File: src/rtl/data_mem_pkg.sv
// data_mem_pkg: shared state type, default sizes and lane helpers for the data memory
package data_mem_pkg;
  typedef enum logic {INIT, READY} state_t;
  localparam int DEF_DATA_W = 16;
  localparam int DEF_DEPTH = 64;
  localparam int DEF_ADDR_W = 16;
  localparam int DEF_RD_LAT = 1;
  function automatic int lanes(input int data_w);
    return data_w / 8;
  endfunction
  function automatic int addr_lsb(input int data_w);
    return $clog2(data_w / 8);
  endfunction
endpackage

File: src/rtl/data_memory_pipe_if.sv
// data_memory_pipe_if: request/response bus between the MEM stage and the data memory
interface data_memory_pipe_if
  import data_mem_pkg::*;
#(
  parameter int DATA_W = DEF_DATA_W,
  parameter int ADDR_W = DEF_ADDR_W
);
  logic req_valid, req_ready, req_we;
  logic [ADDR_W-1:0] req_addr;
  logic [DATA_W-1:0] req_wdata;
  logic [DATA_W/8-1:0] req_be;
  logic rsp_valid, rsp_err, init_busy;
  logic [DATA_W-1:0] rsp_rdata;
  modport master (
    output req_valid, req_we, req_addr, req_wdata, req_be,
    input req_ready, rsp_valid, rsp_rdata, rsp_err, init_busy
  );
  modport slave (
    input req_valid, req_we, req_addr, req_wdata, req_be,
    output req_ready, rsp_valid, rsp_rdata, rsp_err, init_busy
  );
endinterface

File: src/rtl/mem_rsp_pipe.sv
// mem_rsp_pipe: N-deep response shift stage, cleared asynchronously so reset drops in-flight responses
module mem_rsp_pipe #(
  parameter int W = 18,
  parameter int N = 1
) (
  input  logic         clk,
  input  logic         rst_n,
  input  logic [W-1:0] d,
  output logic [W-1:0] q
);
  logic [W-1:0] stg [N];
  always_ff @(posedge clk or negedge rst_n)
    if (!rst_n) for (int i = 0; i < N; i++) stg[i] <= '0;
    else begin
      stg[0] <= d;
      for (int i = 1; i < N; i++) stg[i] <= stg[i-1];
    end
  assign q = stg[N-1];
endmodule

File: src/rtl/data_memory_pipe.sv
// data_memory_pipe: self-initialising word RAM with byte-addressed requests, lane writes and RD_LAT-cycle responses
module data_memory_pipe
  import data_mem_pkg::*;
#(
  parameter int DATA_W = DEF_DATA_W,
  parameter int DEPTH  = DEF_DEPTH,
  parameter int ADDR_W = DEF_ADDR_W,
  parameter int RD_LAT = DEF_RD_LAT
) (
  input logic clk,
  input logic rst_n,
  data_memory_pipe_if.slave bus
);
  localparam int NL = lanes(DATA_W);
  localparam int LSB = addr_lsb(DATA_W);
  localparam int IW = $clog2(DEPTH);
  state_t state, state_nx;
  logic [IW-1:0] cnt, cnt_nx;
  logic [DATA_W-1:0] mem [DEPTH];
  logic [ADDR_W-1:0] idx;
  logic acc, bad, wr;
  logic [DATA_W-1:0] rd, merged;
  always_ff @(posedge clk or negedge rst_n)
    if (!rst_n) begin
      state <= INIT;
      cnt <= '0;
    end else begin
      state <= state_nx;
      cnt <= cnt_nx;
    end
  always_comb begin
    state_nx = (state == INIT && cnt == IW'(DEPTH - 1)) ? READY : state;
    cnt_nx = (state == INIT) ? cnt + 1'b1 : cnt;
  end
  assign bus.req_ready = state == READY;
  assign bus.init_busy = state == INIT;
  assign acc = bus.req_valid & bus.req_ready;
  assign idx = bus.req_addr >> LSB;
  // errors never wrap: any index bit beyond the array counts as out of range
  assign bad = (|(bus.req_addr & ADDR_W'((1 << LSB) - 1))) || ({1'b0, idx} >= (ADDR_W + 1)'(DEPTH));
  assign wr = acc & bus.req_we & ~bad;
  assign rd = mem[idx[IW-1:0]];
  always_comb begin
    merged = rd;
    for (int k = 0; k < NL; k++) if (bus.req_be[k]) merged[8*k +: 8] = bus.req_wdata[8*k +: 8];
  end
  always_ff @(posedge clk)
    if (state == INIT) mem[cnt] <= DATA_W'(cnt);
    else if (wr) mem[idx[IW-1:0]] <= merged;
  mem_rsp_pipe #(.W(DATA_W + 2), .N(RD_LAT)) u_rsp (
    .clk(clk),
    .rst_n(rst_n),
    .d({acc, acc & bad, (acc & ~bus.req_we & ~bad) ? rd : '0}),
    .q({bus.rsp_valid, bus.rsp_err, bus.rsp_rdata})
  );
endmodule

File: src/flat_wrapper.sv
// flat-port wrapper written by rule: the top's interface ports become plain ports
module data_memory_pipe_flat import data_mem_pkg::*;
#(
  parameter int DATA_W = DEF_DATA_W,
  parameter int DEPTH  = DEF_DEPTH,
  parameter int ADDR_W = DEF_ADDR_W,
  parameter int RD_LAT = DEF_RD_LAT
)
  (clk, rst_n, bus_req_valid, bus_req_we, bus_req_addr, bus_req_wdata, bus_req_be, bus_req_ready, bus_rsp_valid, bus_rsp_rdata, bus_rsp_err, bus_init_busy);
  data_memory_pipe_if #(.DATA_W(DATA_W), .ADDR_W(ADDR_W)) bus_i ();
  input logic clk;
  input logic rst_n;
  input wire logic [$bits(bus_i.req_valid)-1:0] bus_req_valid;
  input wire logic [$bits(bus_i.req_we)-1:0] bus_req_we;
  input wire logic [$bits(bus_i.req_addr)-1:0] bus_req_addr;
  input wire logic [$bits(bus_i.req_wdata)-1:0] bus_req_wdata;
  input wire logic [$bits(bus_i.req_be)-1:0] bus_req_be;
  output wire logic [$bits(bus_i.req_ready)-1:0] bus_req_ready;
  output wire logic [$bits(bus_i.rsp_valid)-1:0] bus_rsp_valid;
  output wire logic [$bits(bus_i.rsp_rdata)-1:0] bus_rsp_rdata;
  output wire logic [$bits(bus_i.rsp_err)-1:0] bus_rsp_err;
  output wire logic [$bits(bus_i.init_busy)-1:0] bus_init_busy;
  assign bus_i.req_valid = bus_req_valid;
  assign bus_i.req_we = bus_req_we;
  assign bus_i.req_addr = bus_req_addr;
  assign bus_i.req_wdata = bus_req_wdata;
  assign bus_i.req_be = bus_req_be;
  assign bus_req_ready = bus_i.req_ready;
  assign bus_rsp_valid = bus_i.rsp_valid;
  assign bus_rsp_rdata = bus_i.rsp_rdata;
  assign bus_rsp_err = bus_i.rsp_err;
  assign bus_init_busy = bus_i.init_busy;
  data_memory_pipe #(.DATA_W(DATA_W), .DEPTH(DEPTH), .ADDR_W(ADDR_W), .RD_LAT(RD_LAT)) u_core (.clk(clk), .rst_n(rst_n), .bus(bus_i));
endmodule
File: config.mk
export PLATFORM = sky130hd
export DESIGN_NAME = data_memory_pipe_flat
export DESIGN_NICKNAME = d
export VERILOG_FILES = /design/src/rtl/data_mem_pkg.sv /design/src/rtl/data_memory_pipe_if.sv /design/src/rtl/mem_rsp_pipe.sv /design/src/rtl/data_memory_pipe.sv /design/src/flat_wrapper.sv
export SDC_FILE = /design/constraint.sdc
export NUM_CORES = 1
export LEC_CHECK = 0
export CAP_MARGIN = 30
export CORE_ASPECT_RATIO = 1.2
export CORE_UTILIZATION = 44
export CTS_CLUSTER_SIZE = 10
export DETAILED_ROUTE_END_ITERATION = 16
export PLACE_DENSITY_LB_ADDON = 0.15
export SETUP_SLACK_MARGIN = 0.2
export SYNTH_ARGS = -nofsm -noshare
export SYNTH_HDL_FRONTEND = slang
export SYNTH_SLANG_ARGS = --single-unit
File: constraint.sdc
create_clock -name clk -period 7.28 [get_ports clk]
set_clock_uncertainty 0.15 [all_clocks]
set_input_delay 1.092 -clock clk [delete_from_list [all_inputs] [get_ports clk]]
set_output_delay 1.092 -clock clk [all_outputs]
set_load 0.02 [all_outputs]
Word-level counts from Yosys, hierarchy flattened
Memories as Yosys holds them, arrays and structs flattened.
Cells that the tools add are included.
{"block": "totals", "regBits": 25, "word_cells": 29, "inputBits": 38, "mem_count": 1, "ramBits": 1024, "output_inout_bits": 20}
{"name": "u_core.mem", "depth": 64, "word_bits": 16, "rd": 1, "rd_ports_with_merged_regs": 0, "wr": 1, "line_no": "data_memory_pipe.sv:19", "text": "logic [DATA_W-1:0] mem [DEPTH];"}
{"block": "classes", "n_addsub": 1, "n_lt_le_gt_ge": 1, "reduce_logical": 3, "mux": 10, "eq_ne": 1, "bitwise_logic": 9}
{"cell": "$mux 16", "count": 2}
{"cell": "$mux 8", "count": 2}
{"cell": "$reduce_or 16->1", "count": 1}
{"cell": "$ge 15x7->1 const B", "count": 1}
{"cell": "$add 6x1->6 const B", "count": 1}
{"cell": "$and 1x1->1", "count": 6}
{"cell": "$eq 6x6->1 const B", "count": 1}
{"cell": "$mux 6", "count": 1}
{"cell": "$mux 1", "count": 5}
{"cell": "$not 1->1", "count": 3}
{"cell": "$logic_and 1x1->1", "count": 1}
{"cell": "$logic_or 1x1->1", "count": 1}

Depth between registers and ports, before layout
Gate-level depths: netlist (run 1).
{"block": "depth", "word_depth": 9, "mapped_depth": 10}

Modules after synthesis
A second synthesis (run 1) with hierarchy kept.
{"block": "unflattened", "cells_unflattened": 1927, "hier_area_um2": 40380.0}
{"mod": "data_memory_pipe", "cells_per_inst": 1909, "area_per_inst_um2": 39929.5, "n_inst": 1, "seq_area_each_um2": 30924.7}
{"mod": "mem_rsp_pipe", "cells_per_inst": 18, "area_per_inst_um2": 450.4, "n_inst": 1, "seq_area_each_um2": 450.4}

Least setup slack after synthesis (run 1)
No wires, ideal clock.
{"block": "synth_timing", "kind": "input -> register", "start": "input bus_req_addr[1]", "end": "memory u_core.mem[0][11] (netlist name) (data pin)", "t_required_ns": 6.409, "slack_ns": 1.267, "cell_stages": 10, "path_buffers": 4, "arrival_time_ns": 5.142, "path_cell_list": "buf_4 buf_6 buf_6 buf_6 mux2i_1 o21ai_0 a21oi_1 nor4_1 o22ai_1 o31ai_1"}
{"block": "synth_via", "elab_chain_len": 9, "elab_cells_between_ends": 11}
{"element": "start: declaration", "line_no": "flat_wrapper.sv:15", "text": "input wire logic [$bits(bus_i.req_addr)-1:0] bus_req_addr;"}
{"element": "$ge 15x7->1", "line_no": "data_memory_pipe.sv:40", "text": "assign bad = (|(bus.req_addr & ADDR_W'((1 << LSB) - 1))) || ({1'b0, idx} >= (ADDR_W + 1)'(DEPTH));"}
{"element": "$logic_or 1x1->1", "line_no": "data_memory_pipe.sv:40"}
{"element": "$not 1->1", "line_no": "data_memory_pipe.sv:41", "text": "assign wr = acc & bus.req_we & ~bad;"}
{"element": "$and 1x1->1", "line_no": "data_memory_pipe.sv:41"}
{"element": "$mux 1", "line_no": "data_memory_pipe.sv:49", "text": "else if (wr) mem[idx[IW-1:0]] <= merged;"}
{"element": "$mux 1", "line_no": "data_memory_pipe.sv:48", "text": "if (state == INIT) mem[cnt] <= DATA_W'(cnt);"}
{"element": "$mux 1 (not written as such)", "line_no": "data_memory_pipe.sv:49"}
{"element": "$reduce_or 16->1 (no source line)"}
{"element": "$mux 16 (no source line) *"}
{"element": "end: declaration", "line_no": "data_memory_pipe.sv:19"}
Mark *: on every way between the ends. The rest lies on a longest branch, timed or not.

Final worst setup path (run 1)
{"block": "layout_timing", "start": "input bus_req_addr[1]", "end": "memory u_core.mem[41][11] (netlist name) (data pin)"}
Same word-level chain as after synthesis.

==> metrics.csv, run 1 <==
metric,value,unit
status,finished clean,
hold_path_depth,1,
postCtsSetupBuffers,0,
antenna_found_initial,0,
maxCapViolations,0,
ys_seq_area_share,77.26,%
fmax,0.2048,GHz
root_buffer,clkbuf_16,
cts_hold_buf,0,
arrival,5.12,ns
initial_utilization,44.56,%
holdWs,0.4087,ns
htreeDepth,3,
overflow,0,
final_antenna_net_count,0,
ys_top_cells_by_area,"edfxtp_1 (76%), mux4_2 (11%), mux2i_1 (2.8%)",
syn_avg_cell_area,20.67,um^2
viasPerCell,5.997,
syn_inst,1965,
crit_path_max_fanout,66,
syn_nets,2004,
slew_violations,0,
n_fill_cell,7286,
hpwlAfterDp,65090,um
cp-start-kind,primary input,
grt_max_degree,82,
pin_count,58,
worstSkewPairLatency,0.69,ns
cts_max_path_buffers,3,
wl_per_cell,31.35,um
criticalPathCategory,primary input to register,
wl,106900,um
r2r_cells,7,
io_buffers,57,
routed.top_layer,met4,
tightest_slew,1.208,ns
wl_met2,51170,um
power,11.96,mW
vias,20450,
path_clk_slew,0.07,ns
cts_tree,yes,
fin_crit,4.882,ns
die_height,334.8,um
p_leak,13.05,nW
min_path_type,register to register,
cts_resized,0,
die_w,279.3,um
grt.total_usage,23.15,%
finalHoldViolCount,0,
async_flop_share,2.383,%
firstDrtPassIters,6,
syn_to_final_growth,14.35,%
rsz0062_at_grt,no,
ys_warn_count,0,
synth_area_leader_cell,edfxtp_1,
drive_gt1_share,22.77,%
synth.top_cell.area_share,75.72,%
synth_area,40610,um^2
ir_drop,0.1948,mV
core_area,91140,um^2
yosys_register_bits,1049,
tns,0,ns
period_share,67.06,%
synth_cell_types,48,
ys.flop_type,edfxtp_1,
grt_pass1_vias,20810,
numCtsBuffers,115,
first_iter_violations,2322,
wl_met3,8770,um
layout.nets,2180,
endpoint_kind,register,
drt-met1-wl,44210,um
synth_edf_count,1024,
relSlewSlack,18.74,%
cp_data_required_time,7.52,ns
place_congestion,0.9532,
grt_pass1_wl,152600,um
setup_viol,0,
power.density,257.5,nW/um^2
drcViolationCount,0,
dieArea,93520,um^2
num_rows,121,
cts_sinks,1049,
[cell type report]
cell class              instances  area (um^2)  area share (%)
diodes                          1        2.502        0.005389
flip-flops and latches       1049        31380           67.56
well taps                    1230         1539           3.314
clock inverters                 8        123.9          0.2667
inverters                       5        18.77         0.04041
repair buffers                171         1516           3.265
clock buffers                 146         2994           6.447
multi-input cells             799         8870           19.10
[worst max-delay path, cell delays in order]
cell and delay (ns):
buf_8 0.53, buf_12 0.45, buf_4 0.38, mux4_2 0.54
a221oi_1 0.47, o21ai_0 0.35, o22ai_1 0.67, o31ai_4 0.13
buf_4 0.27
[power breakdown]
part	leakage [nW]	internal [mW]	total, mW	switching, mW
clock network	1.51	2.84	5.04	2.20
registers	8.11	6.53	6.53	0
logic	3.43	0.139	0.389	0.250
[per-stage QoR]
| step | setup WS (ns) | utilization (%) | cells | area (um^2) |
|---|---|---|---|---|
| detailed placement | 1.787 | 47.53 | 3254 | 43320 |
| global route | 2.211 | 50.95 | 3408 | 46440 |
| global placement | 1.772 | 47.49 | 3251 | 43290 |
| floorplan | 1.267 | - | 1965 | 40610 |
| finish | 2.398 | 50.95 | 3409 | 46440 |
| CTS | 2.474 | 50.95 | 3408 | 46440 |
[cell usage after synthesis, types with 2 or more instances]
master	n
edfxtp_1	1024
mux4_2	200
a22oi_1	118
mux2i_1	115
nor2_1	75
clkbuf_1	54
a21oi_1	52
nand2_1	40
nand3_1	39
buf_2	26
dfrtp_1	25
buf_4	16
mux2_2	15
nor3_1	15
o21ai_0	13
nor4_1	12
o211ai_1	12
nand4_1	11
buf_6	10
a22o_1	8
nor2b_1	8
and2_1	7
o22ai_1	6
o31ai_1	5
xnor2_1	5
a21o_1	4
a221oi_1	4
a31o_2	4
buf_1	4
inv_1	4
nand2b_1	4
o21bai_1	4
o311ai_0	4
nand3b_1	3
clkbuf_2	2
nor4_4	2
o21a_1	2
o21ai_1	2
or3b_1	2
[kinds of logic (layout without fill, tap and decap cells)]
group / count (synthesis) / after routing / share of synthesized area (%)
flip-flops: 1049 / 1049 / 77.26
multiplexers: 330 / 330 / 14.34
AO/OA/AOI/OAI: 239 / 239 / 4.045
AND/OR/NAND/NOR: 224 / 224 / 2.714
buffers and inverters: 117 / 330 / 1.500
XOR/XNOR: 5 / 5 / 0.1078
adder cells (fa/ha/maj): 1 / 1 / 0.03081
other: 0 / 1 / 0
[layer usage]
metal  track usage, %  vias up
met5                0        -
met4            6.780        0
met3            4.800      141
met2            36.98      915
met1            32.17    10880
li1                 -     8511
[registers in the layout, summed over array words and instances (netlist names)]
register and count:
u_core.mem 1024, u_core.u_rsp.q 18, u_core.cnt 6, u_core.bus.req_ready 1
[final timing paths]
kind                                      startpoint            endpoint  slack (ns)
min in group asynchronous                      rst_n       u_core.cnt[1]        0.67
worst max register to register  u_core.bus.req_ready   u_core.mem[48][6]        2.88
max in group asynchronous                      rst_n  u_core.u_rsp.q[16]        5.99
worst min-delay path                   u_core.cnt[5]       u_core.cnt[5]        0.41
worst min register to register         u_core.cnt[5]       u_core.cnt[5]        0.41
worst max-delay path                 bus_req_addr[1]  u_core.mem[41][11]        2.40
[placed cells by master (no fill, tap or decap), drive strengths merged, types with 16 or more instances in the layout]
cell	count
mux2i	115
nand2	40
nand3	39
nor3	16
mux4	200
dfrtp	25
edfxtp	1024
a21oi	52
buf	117
nor2	76
clkdlybuf4s50	54
clkbuf	146
a22oi	118
(Power assumes the default switching activity.)
==> run 2, diff against run 1 <==
- clock period: 7.28 -> 4.22 ns (I/O delays scaled with it)
==> run 2 against run 1 <==
- sequential cell count did not move
- sequential power up 73%
- routed wire length fell by 1.7%
- combinational power increased by 95%
- via count up 1.9%
- worst setup slack worse by 1.7 ns
- register-to-register slack got worse by 1.8 ns
- clock power rose by 76%
- critical path type unchanged
- largest cell class unchanged
==> metrics.csv, run 2 (same netlist as run 1, synthesis figures left out) <==
metric,value,unit,change
criticalPathCategory,primary input to register,,
relSlewSlack,41.88,%,+23 points
status,finished clean,,
grt_pass1_vias,21280,,+2.3%
cts_resized,0,,unchanged
numCtsBuffers,116,,+0.87%
grt_max_degree,77,,-6.1%
tns,0,ns,unchanged
firstDrtPassIters,6,,unchanged
initial_utilization,44.56,%,unchanged
min_path_type,primary input to async pin,,
cp_top_family,buffers and inverters,,
place_congestion,0.9279,,-2.7%
antenna_found_initial,3,,+3
switchingPower,4.208,mW,+72%
cts_sinks,1049,,unchanged
r2r_cells,10,,+3
die_height,334.8,um,unchanged
r2r-start,u_core.bus.req_ready,,
overflow,0,,unchanged
num_rows,121,,unchanged
final_antenna_net_count,0,,unchanged
setup_viol,0,,unchanged
endpoint_kind,register,,
tightest_slew,0.8719,ns,-0.3360 ns
htreeDepth,3,,unchanged
hpwlAfterDp,67180,um,+3.2%
design_area,47870,um^2,+3.1%
worstSkewPairLatency,0.70,ns,about the same
pin_count,58,,unchanged
final_core_util,52.52,%,+1.6 points
p_comb_share,3.6,%,+0.3 points
r2r_end,u_core.mem[10][5],,
drive_gt1_share,26.54,%,+3.8 points
postCtsSetupBuffers,0,,unchanged
ir_drop,0.2894,mV,+49%
largest_reg_flops,1024,,unchanged
layout_common_cells,"edfxtp_1 (1024), mux4_2 (200), buf_4 (176)",,
syn_to_final_growth,17.88,%,
io_buffers,57,,unchanged
crit_path_max_fanout,40,,-39%
rsz0062_at_grt,no,,
power.density,435.9,nW/um^2,+69%
cts_tree,yes,,
top_register,u_core.mem,,
vias,20840,,+1.9%
path_clk_slew,0.05,ns,-0.02 ns
dieArea,93520,um^2,unchanged
root_buffer,clkbuf_16,,
maxCapViolations,0,,unchanged
fin_crit,3.520,ns,
p_leak,13.77,nW,+5.5%
crit_path_top_delay_cell,nor4_1,,
grt_pass1_wl,151600,um,-0.70%
viasPerCell,5.891,,-1.8%
cp_data_required_time,4.46,ns,-3.06 ns
cts_hold_buf,0,,unchanged
drcViolationCount,0,,unchanged
intPower,16.66,mW,+75%
r2r_setup_slack,1.04,ns,-1.84 ns
fmax,0.2841,GHz,
first_iter_violations,2235,,-3.7%
grt.total_usage,22.82,%,-0.33 points
slowest_delay,0.62,ns,-0.05 ns
period_share,83.41,%,
layout.nets,2292,,+5.1%
wl_per_cell,29.70,um,-5.3%
power,20.87,mW,+74%
cts_max_path_buffers,3,,unchanged
core_area,91140,um^2,unchanged
dpl_cell_area,44650,um^2,+3.1%
layout_commonest_cell,edfxtp_1,,
p_seq_share,54.0,%,-0.6 points
finalHoldViolCount,0,,unchanged
dp_cells,3365,,+3.4%
arrival,3.76,ns,-1.36 ns
wl,105100,um,-1.7%
stdcell_count,3537,,+3.8%
die_w,279.3,um,unchanged
power_frac_clock,42.4,%,+0.2 points
slew_violations,0,,unchanged
crit_chain,buf_8 -> buf_4 -> mux4_2 -> a22oi_1 -> a21oi_1 -> nor4_1 -> o211ai_1 -> buf_12,,
p_sw_share,20.16,%,-0.33 points
crit_buf_inv,3,,-1
n_fill_cell,7141,,-2.0%
cp-start-kind,primary input,,
[run 2: cell count changes in the layout (fill, tap and decap cells not counted), moves of 2 or more]
cell,delta
nor3_4,-4
buf_12,+42
clkbuf_1,+12
buf_4,+70
clkbuf_16,+4
clkinv_2,+2
inv_16,-2
nor3_2,+4
[run 2: area by class of cell]
type                    instances  area, um^2  share of cell area, %
clock buffers                 163        3153                  6.587
clock inverters                 8       67.56                 0.1411
diodes                          1       2.502               0.005227
inverters                       5       18.77                0.03921
well taps                    1230        1539                  3.215
multi-input cells             799        8837                  18.46
flip-flops and latches       1049       31380                  65.54
repair buffers                282        2878                  6.012
[run 2: metal layers]
metal  part of all wire, %  GRT usage [%]  vias up  routed length [um]
li1                      -              -     8762                   -
met4                   3.3          8.780        0                3461
met5                     0              0        -                   0
met3                   7.1          4.229      167                7435
met2                    48          36.29      838               50680
met1                    41          31.34    11070               43480
[run 2: through the flow]
stage               worst slack [ns]  hold WS [ns]
floorplan                     0.1063        0.1874
global placement             0.03508        0.3321
detailed placement         -0.006501        0.3337
CTS                           0.7129        0.1720
global route                  0.6092        0.2203
finish                        0.7002        0.2075
[run 2: worst max path at each step]
stage,startpoint,endpoint,slack [ns],cells past startpoint
finish,bus_req_addr[1],u_core.mem[63][1],0.70,8
global route,bus_req_addr[8],u_core.mem[10][14],0.61,10
CTS,bus_req_addr[1],u_core.mem[57][13],0.71,10
detailed placement,bus_req_addr[1],u_core.mem[57][13],-0.007,10
global placement,bus_req_addr[1],u_core.mem[57][13],0.04,10
floorplan,bus_req_addr[1],u_core.mem[0][1],0.11,8
[run 2: power by group through the flow]
stage / Sequential, mW / Combinational (mW) / Clock, mW
after floorplan: 11.5 / 0.414 / 0
after global placement: 11.5 / 0.757 / 0
after detailed placement: 11.5 / 0.759 / 0
after CTS: 11.3 / 0.760 / 9.03
after global routing: 11.3 / 0.791 / 9.39
final: 11.3 / 0.758 / 8.85
==> run 3, diff against run 2 <==
- clock period: 4.22 -> 3.45 ns (I/O delays scaled with it)
==> run 3 against run 2 <==
- die area unchanged
- cell count is 3.2% higher
- first-iteration DRC count shrank 9.6%
- final area rose by 3.4%
- sequential share of layout area fell by 2.2 points
- combinational power up 32%
- routed wire length rose by 3.7%
- non-clock buffer count increased by 111
- sequential cell count unchanged
- hold slack better by 0.069 ns
- global-route usage grew 0.82 points
- critical path type unchanged
- critical endpoint is now u_core.mem[56][9]
==> metrics.csv, run 3 (same netlist as run 1, synthesis figures left out) <==
metric,value,unit,change
top_register,u_core.mem,,
holdWs,0.2766,ns,+0.06900 ns
syn_to_final_growth,21.93,%,
dieArea,93520,um^2,unchanged
cts_tree,yes,,
initial_utilization,44.56,%,unchanged
grt_pass1_vias,22090,,+3.8%
timing.final.ws_setup,0.2499,ns,-0.4503 ns
cp_top_family,compound AO/OA/AOI/OAI gates,,
crit_path_max_fanout,32,,-20%
tns,0,ns,unchanged
crit_path_top_delay_cell,o21ai_0,,
arrival,3.47,ns,-0.29 ns
grt_pass1_wl,156300,um,+3.1%
final_antenna_net_count,0,,unchanged
relSlewSlack,50.33,%,+8.5 points
die_w,279.3,um,unchanged
place_congestion,0.9710,,+4.6%
largest_reg_flops,1024,,unchanged
num_rows,121,,unchanged
worstSkewPairLatency,0.70,ns,about the same
numCtsBuffers,115,,-0.86%
htreeDepth,3,,unchanged
path_clk_slew,0.06,ns,about the same
dp_cells,3474,,+3.2%
drcViolationCount,0,,unchanged
first_iter_violations,2021,,-9.6%
hpwlAfterDp,72650,um,+8.1%
path_common_cell,buf_12,,
layout.nets,2402,,+4.8%
root_buffer,clkbuf_16,,
wl_per_cell,29.84,um,+0.47%
power,25.59,mW,+23%
p_comb_share,3.9,%,+0.3 points
core_area,91140,um^2,unchanged
grt.total_usage,23.64,%,+0.82 points
layout_common_cells,"edfxtp_1 (1024), buf_4 (222), mux4_2 (200)",,
io_buffers,57,,unchanged
criticalPathCategory,primary input to register,,
cp-start-kind,primary input,,
crit_buf_inv,4,,+1
drive_gt1_share,30.05,%,+3.5 points
overflow,0,,unchanged
finalHoldViolCount,0,,unchanged
place_ws,-0.6346,ns,-0.6281 ns
rsz0062_at_grt,no,,
fmax,0.3125,GHz,
slowest_delay,0.53,ns,-0.09 ns
grt_max_degree,50,,-35%
power.density,516.8,nW/um^2,+19%
die_height,334.8,um,unchanged
crit_chain,buf_8 -> buf_12 -> buf_4 -> mux4_2 -> a22o_1 -> o21ai_0 -> nand4_1 -> o311ai_0 -> a21oi_4 -> buf_12,,
cts_sinks,1049,,unchanged
status,finished clean,,
wl,108900,um,+3.7%
cp_data_required_time,3.72,ns,-0.74 ns
intPower,20.42,mW,+23%
viasPerCell,5.820,,-1.2%
pin_count,58,,unchanged
setup_viol,0,,unchanged
vias,21240,,+1.9%
switchingPower,5.171,mW,+23%
p_sw_share,20.20,%,+0.040 points
firstDrtPassIters,8,,+2
layout_commonest_cell,edfxtp_1,,
p_seq_share,53.8,%,-0.2 points
min_path_type,primary input to async pin,,
ir_drop,0.3701,mV,+28%
period_share,92.76,%,
fin_crit,3.200,ns,
maxCapViolations,0,,unchanged
slew_violations,0,,unchanged
p_leak,14.51,nW,+5.4%
stdcell_count,3650,,+3.2%
antenna_found_initial,5,,+2
cts_max_path_buffers,3,,unchanged
endpoint_kind,register,,
power_frac_clock,42.3,%,about the same
tightest_slew,0.7450,ns,-0.1269 ns
[run 3: cell types whose count changed in the layout (fill, tap and decap cells not counted), moves of 3 or more]
cell / change
nor4_1: -3
clkbuf_1: +6
buf_4: +46
nor4_2: +3
nor2_2: +3
buf_12: +64
nor2_1: -3
[run 3: path summary, 6_finish.rpt]
kind / startpoint / end / slack, ns / cells past startpoint
worst min register to register: u_core.cnt[5] / u_core.cnt[5] / 0.38 / 1
max in group asynchronous: rst_n / u_core.u_rsp.q[2] / 2.37 / 2
min in group clk: bus_req_valid / u_core.u_rsp.q[16] / 0.28 / 3
worst max-delay path: bus_req_addr[1] / u_core.mem[56][9] / 0.25 / 10
worst max register to register: u_core.mem[23][2] / u_core.mem[43][2] / 0.37 / 7
worst min-delay path: rst_n / u_core.u_rsp.q[3] / 0.28 / 2
[run 3: stage by stage]
step	instance area, um^2	utilization, %
5_1_grt	49520	54.33
2_1_floorplan	40850	-
4_1_cts	49500	54.31
3_5_place_dp	46270	50.77
3_3_place_gp	46270	50.77
6_report	49520	54.33
[run 3: cell type report]
type,count,area (um^2)
Clock inverter,7,97.59
Inverter,5,18.77
Tap cell,1230,1539
Multi-Input combinational cell,799,8864
Clock buffer,166,3112
Fill cell,7096,41620
Antenna cell,1,2.502
Timing Repair Buffer,393,4509
Sequential cell,1049,31380
[run 3: worst register-to-register path, stage by stage (launching register included)]
cell      delay (ns)
edfxtp_1        0.37
mux4_2          0.49
a22oi_1         0.38
a21oi_1         0.19
nor4_1          0.57
o211ai_1        0.19
buf_4           0.22
buf_12          0.18
[run 3: metal layers]
metal	GRT usage, %	share of wire, %	vias up
li1	-	-	8995
met1	32.20	41	11300
met5	0	0.025	-
met2	38.59	49	788
met3	3.923	7.0	159
met4	8.347	3.1	4
[run 3: repair_timing]
item                                    in CTS  in global routing
endpoints found under the setup margin     128                 72
pin swaps                                    1                  0
endpoints found under the hold margin       25                  0
gates cloned                                 0                  0
gates resized for setup                      1                  2
buffers inserted                             1                  0
hold buffers                                 1                  0
[run 3: power by group through the flow]
stage	Sequential (mW)	Combinational, mW	Clock (mW)
2_1_floorplan	14.0	0.514	0
3_3_place_gp	14.0	0.996	0
3_5_place_dp	14.0	0.999	0
4_1_cts	13.8	1.00	11.0
5_1_grt	13.8	1.05	11.5
6_report	13.8	1.00	10.8
